## src/rtl/adder_pkg.sv

```systemverilog
// adder_pkg: shared constants and elaboration helpers for the pipelined adder.
//   ADDER_DEFAULT_WIDTH  - default operand width
//   ADDER_DEFAULT_STAGES - default pipeline depth
//   seg_width()          - bits per pipeline segment
//   stages_legal()       - true when WIDTH splits evenly into STAGES segments
package adder_pkg;

  localparam int ADDER_DEFAULT_WIDTH  = 16;
  localparam int ADDER_DEFAULT_STAGES = 1;

  function automatic int seg_width(input int width, input int stages);
    return width / stages;
  endfunction

  function automatic bit stages_legal(input int width, input int stages);
    return (stages >= 1) && (stages <= width) && ((width % stages) == 0);
  endfunction

endpackage

```

## src/rtl/adder_if.sv

```systemverilog
// adder_if: operand/result bundle for the adder.
//   a, b  - unsigned operands (WIDTH bits)
//   valid - operands qualified this cycle
//   sum   - full-precision result with carry in the MSB (WIDTH+1 bits)
// Modports: master drives operands and reads sum; slave is the adder side.
interface adder_if
  import adder_pkg::*;
#(
  parameter int WIDTH = ADDER_DEFAULT_WIDTH
);

  logic [WIDTH-1:0] a;
  logic [WIDTH-1:0] b;
  logic             valid;
  logic [WIDTH:0]   sum;

  modport master (output a, output b, output valid, input sum);
  modport slave  (input a, input b, input valid, output sum);

endinterface

```

## src/rtl/adder_segment.sv

```systemverilog
// adder_segment: one registered SEG-bit slice of the pipelined adder.
//   clk, rst  - clock, async active-low reset
//   vin       - token valid entering this slice
//   a, b, cin - segment operands and carry from the previous slice
//   s, cout   - registered segment sum and carry-out
//   vout      - registered valid token
// Data registers only load on a valid token, so idle cycles neither disturb
// in-flight results nor let unqualified operand values in.
module adder_segment #(
  parameter int SEG = 16
) (
  input  logic           clk,
  input  logic           rst,
  input  logic           vin,
  input  logic           cin,
  input  logic [SEG-1:0] a,
  input  logic [SEG-1:0] b,
  output logic [SEG-1:0] s,
  output logic           cout,
  output logic           vout
);

  always_ff @(posedge clk or negedge rst) begin
    if (!rst) begin
      s    <= '0;
      cout <= 1'b0;
      vout <= 1'b0;
    end else begin
      vout <= vin;
      if (vin) begin
        {cout, s} <= {1'b0, a} + {1'b0, b} + {{SEG{1'b0}}, cin};
      end
    end
  end

endmodule

```

## src/rtl/adder_modport.sv

```systemverilog
// adder_modport: registered, optionally pipelined unsigned adder.
//   clk - rising-edge clock
//   rst - async active-low reset
//   bus - adder_if slave modport (a, b, valid in; sum out)
// Operands are cut into STAGES segments; stage k adds segment k with the
// carry registered by stage k-1. Each stage carries forward the unconsumed
// upper operand bits and the finished lower result bits, so operand alignment
// and result de-skew both fall out of the same per-stage registers. A final
// output register loads only when a valid token leaves the last stage, giving
// a latency of STAGES edges from capture to sum.
module adder_modport
  import adder_pkg::*;
#(
  parameter int WIDTH  = ADDER_DEFAULT_WIDTH,
  parameter int STAGES = ADDER_DEFAULT_STAGES
) (
  input logic    clk,
  input logic    rst,
  adder_if.slave bus
);

  localparam int SEG = seg_width(WIDTH, STAGES);

  if (!stages_legal(WIDTH, STAGES)) begin : g_bad_cfg
    $error("adder_modport: STAGES must be 1..WIDTH and divide WIDTH evenly");
  end

  for (genvar k = 0; k < STAGES; k++) begin : g_stage
    // Operand bits still to be added from this stage upward.
    localparam int OPW = WIDTH - k * SEG;

    logic                 vin;
    logic                 cin;
    logic [OPW-1:0]       a_op;
    logic [OPW-1:0]       b_op;
    logic [SEG-1:0]       seg_s;
    logic                 cout;
    logic                 vout;
    logic [(k+1)*SEG-1:0] res;

    if (k == 0) begin : g_head
      assign vin  = bus.valid;
      assign cin  = 1'b0;
      assign a_op = bus.a;
      assign b_op = bus.b;
      assign res  = seg_s;
    end else begin : g_body
      logic [k*SEG-1:0] lo;

      assign vin = g_stage[k-1].vout;
      assign cin = g_stage[k-1].cout;

      // Upper operand bits ride alongside the token, one stage behind.
      always_ff @(posedge clk or negedge rst) begin
        if (!rst) begin
          a_op <= '0;
          b_op <= '0;
        end else if (g_stage[k-1].vin) begin
          a_op <= g_stage[k-1].a_op[OPW+SEG-1:SEG];
          b_op <= g_stage[k-1].b_op[OPW+SEG-1:SEG];
        end
      end

      // Finished lower result bits wait here for the upper segments.
      always_ff @(posedge clk or negedge rst) begin
        if (!rst) begin
          lo <= '0;
        end else if (vin) begin
          lo <= g_stage[k-1].res;
        end
      end

      assign res = {seg_s, lo};
    end

    adder_segment #(
      .SEG (SEG)
    ) u_seg (
      .clk  (clk),
      .rst  (rst),
      .vin  (vin),
      .cin  (cin),
      .a    (a_op[SEG-1:0]),
      .b    (b_op[SEG-1:0]),
      .s    (seg_s),
      .cout (cout),
      .vout (vout)
    );
  end

  always_ff @(posedge clk or negedge rst) begin
    if (!rst) begin
      bus.sum <= '0;
    end else if (g_stage[STAGES-1].vout) begin
      bus.sum <= {g_stage[STAGES-1].cout, g_stage[STAGES-1].res};
    end
  end

endmodule

```

## src/flat_wrapper.sv

```systemverilog
// flat-port wrapper written by rule: the top's interface ports become plain ports
module adder_modport_flat import adder_pkg::*;
#(
  parameter int WIDTH  = ADDER_DEFAULT_WIDTH,
  parameter int STAGES = ADDER_DEFAULT_STAGES
)
  (clk, rst, bus_a, bus_b, bus_valid, bus_sum);
  adder_if #(.WIDTH(WIDTH)) bus_i ();
  input logic clk;
  input logic rst;
  input wire logic [$bits(bus_i.a)-1:0] bus_a;
  input wire logic [$bits(bus_i.b)-1:0] bus_b;
  input wire logic [$bits(bus_i.valid)-1:0] bus_valid;
  output wire logic [$bits(bus_i.sum)-1:0] bus_sum;
  assign bus_i.a = bus_a;
  assign bus_i.b = bus_b;
  assign bus_i.valid = bus_valid;
  assign bus_sum = bus_i.sum;
  adder_modport #(.WIDTH(WIDTH), .STAGES(STAGES)) u_core (.clk(clk), .rst(rst), .bus(bus_i));
endmodule
```

## config.mk

```make
export PLATFORM = sky130hd
export DESIGN_NAME = adder_modport_flat
export DESIGN_NICKNAME = d
export VERILOG_FILES = /design/src/rtl/adder_pkg.sv /design/src/rtl/adder_if.sv /design/src/rtl/adder_segment.sv /design/src/rtl/adder_modport.sv /design/src/flat_wrapper.sv
export SDC_FILE = /design/constraint.sdc
export NUM_CORES = 1
export LEC_CHECK = 0
export CAP_MARGIN = 10
export CORE_MARGIN = 2
export CORE_UTILIZATION = 49
export DETAILED_ROUTE_END_ITERATION = 6
export PLACE_DENSITY = 0.79
export RECOVER_POWER = 25
export SKIP_CTS_REPAIR_TIMING = 1
export SLEW_MARGIN = 30
export SYNTH_ARGS = -nofsm -noshare
export SYNTH_HDL_FRONTEND = slang
export SYNTH_SLANG_ARGS = --single-unit
export TNS_END_PERCENT = 30
```

## constraint.sdc

```tcl
create_clock -name clk -period 2 [get_ports clk]
set_input_delay 0.4 -clock clk [delete_from_list [all_inputs] [get_ports clk]]
set_output_delay 0.4 -clock clk [all_outputs]
set_load 0.02 [all_outputs]
```

==> results of run 1 <==
layout make-up:
type	instances	area, um2	share of cell area [%]
tap	50	62.56	1.910
timing repair buffer	90	848.3	25.90
clock buffer	8	100.1	3.056
multi-input combinational	143	1378	42.05
sequential	35	875.8	26.74
inverter	3	11.26	0.3438
kinds of logic (layout without fill, tap and decap cells):
| family | after synthesis | count (layout) | synth area share (%) |
|---|---|---|---|
| fa+ha+maj | 17 | 17 | 10.37 |
| compound gates | 49 | 49 | 17.03 |
| flops | 35 | 35 | 41.25 |
| buf+inv | 12 | 101 | 2.946 |
| mux | 29 | 29 | 15.26 |
| simple gates | 40 | 40 | 9.842 |
| xor+xnor | 8 | 8 | 3.300 |
Yosys cell counts (3+ instances only):
library cell	count
o21ai_0	5
ha_1	16
nand4_1	6
clkbuf_1	4
a211oi_1	3
dfrtp_1	35
nor2b_1	3
a211o_1	3
mux2_2	27
xnor2_1	6
inv_1	3
nand3_1	6
nand2_1	8
nor2_1	7
a21o_1	7
a31oi_1	3
a21oi_1	10
path summary, 6_finish.rpt:
kind                                              start  slack, ns                             to  depth (start not counted)
setup / recovery                               bus_b[7]      -0.02  u_core.g_stage[0].u_seg.s[11]                          7
hold / removal                       u_core.bus.sum[11]       0.50             u_core.bus.sum[11]                          1
setup reg to reg           u_core.g_stage[0].u_seg.vout       0.69              u_core.bus.sum[3]                          1
hold reg to reg                      u_core.bus.sum[11]       0.50             u_core.bus.sum[11]                          1
max in group asynchronous                           rst       0.72   u_core.g_stage[0].u_seg.s[8]                          2
min in group asynchronous                           rst       0.75   u_core.g_stage[0].u_seg.s[2]                          2
power by group:
group | leakage, nW | switching, W | internal [W]
Combinational | 1.04 | 0.000444 | 0.000553
Sequential | 0.409 | 0.0000985 | 0.000871
Clock | 0.0515 | 0.000228 | 0.000314
Total | 1.50 | 0.000770 | 0.00174
per-layer routing:
| layer | share of wire, % | global-route usage, % |
|---|---|---|
| met1 | 47 | 28.57 |
| met2 | 48 | 31.85 |
| met3 | 3.9 | 2.616 |
| met4 | 1.4 | 5.769 |
| met5 | 0 | 0 |
per-stage QoR:
stage,TNS (ns),cell area (um2)
3_5_place_dp,-6.266,2942
3_3_place_gp,-5.445,2942
6_report,-0.01778,3276
2_1_floorplan,-0.1218,2142
4_1_cts,-2.217,3042
5_1_grt,-0.2315,3276
flip-flops by register name (all words and copies together) (netlist names):
register	count
u_core.g_stage.u_seg.s	16
u_core.g_stage.u_seg.cout	1
u_core.g_stage.u_seg.vout	1
u_core.bus.sum	17
==> reports/results.ini, run 1 <==
[worst_setup_path]
cp_data_required_time_ns = 2.16
endpoint_kind = flop
cp_slowest_cell = clkdlybuf4s50_1
path_delay_family = compound AO/OA/AOI/OAI gates
setup.worst_path.class = in2reg
crit_top_cell = a21o_1
cp_cell_sequence = clkdlybuf4s50_1 > ha_4 > a21o_1 > a21o_1 > a211oi_4 > a211oi_2 > a311o_2
worst-path-max-fanout = 2
worst_setup_path_start_kind = primary input
critPathMaxStageDelay_ns = 0.45
crit_arrival_ns = 2.18
cp_num_buf_inv = 1

[layout]
postLayoutCoreUtil_pct = 80.16
layout_commonest_cell = buf_4
fillCellCount = 251
antennaDiodeCount = 0
final_cells = 329
area_delta_synth_final_pct = 54.27
nets = 330
final_cell_mix = buf_4, dfrtp_1, clkdlybuf4s50_1
layout-drive-gt1-share_pct = 36.20

[placed_design]
place.gp.congestion = 0.8824
dpl.hpwl_um = 3769
place_ws_ns = -0.6529
portBuffers = 51
placed_cells = 319

[cts]
clk_path_buf_depth = 2
numCtsBuffers = 5
cts_tree = built
cts_root_buffer = clkbuf_8
cts.sinks = 35
clk_pin_slew_ns = 0.07
htreeDepth = 2
clk_latency_ns = 0.28

[timing]
timing.final.max_slew_violations = 0
rsz0062_at_grt = true
whs_ns = 0.5049
period_share_pct = 100.8
fin_crit_ns = 2.015
fmax_mhz = 496.2
final.setup.worst_slack_ns = -0.01536
worstMarginPinSlew_ns = 0.8408
max-slew-margin-rel_pct = 43.95
hold_viol = 0
clock_skew_ns = 0.005387
setup_viol = 2

[global_routing]
grt.total_usage_pct = 20.01
grt_overflow = 0
grt_pass1_wl_um = 7886
grt_antenna_before_repair = 0
grt_pass1_vias = 1708
grt_max_degree = 36

[floorplanning]
core_area_um2 = 4086
dieHeight_um = 69.83
die_w_um = 69.83
row_count = 23
io_pins = 52
initial_utilization_pct = 51.96
dieArea_um2 = 4876

[detailed_routing]
wl_per_cell_um = 16.54
antenna_left = 0
drc = 0
drtPass1Iterations = 4
num_vias = 1861
routed_wirelength_um = 5441
drt_iter0_drc = 91
vias_per_cell = 5.657

[synth]
yosys-top-cells-area = dfrtp_1, mux2_2, ha_1
yosysWarnings = 0
synth_ff_type = dfrtp_1
syn_inst = 190
avgSynthCellArea_um2 = 11.18
synth.yosys.seq_area_share_pct = 41.25
ys_types = 44
synth_top_area_share_pct = 41.25
yosys.area.top_type = dfrtp_1
synth_area_um2 = 2123
synth_nets = 242
ys_seq_elements = 35
async_flop_share_pct = 100.0
synth_edf_count = 0

[pwr]
ir_drop_uv = 301.7
leakage_nw = 1.502
power_density_nw_per_um2 = 765.7
power_w = 0.002508

[worst_hold_path]
hp-class = reg2reg

[run_status]
failed_checks = negative setup slack
status = complete, but fails checks

[job]
cap_violations = 0

Note: power is estimated with default switching activity, not from simulation.
==> run 2, diff against run 1 <==
HOLD_SLACK_MARGIN = 0.02   (was unset)
==> results of run 2 <==
The final DEF is identical to that of run 1; final timing and power are the same.
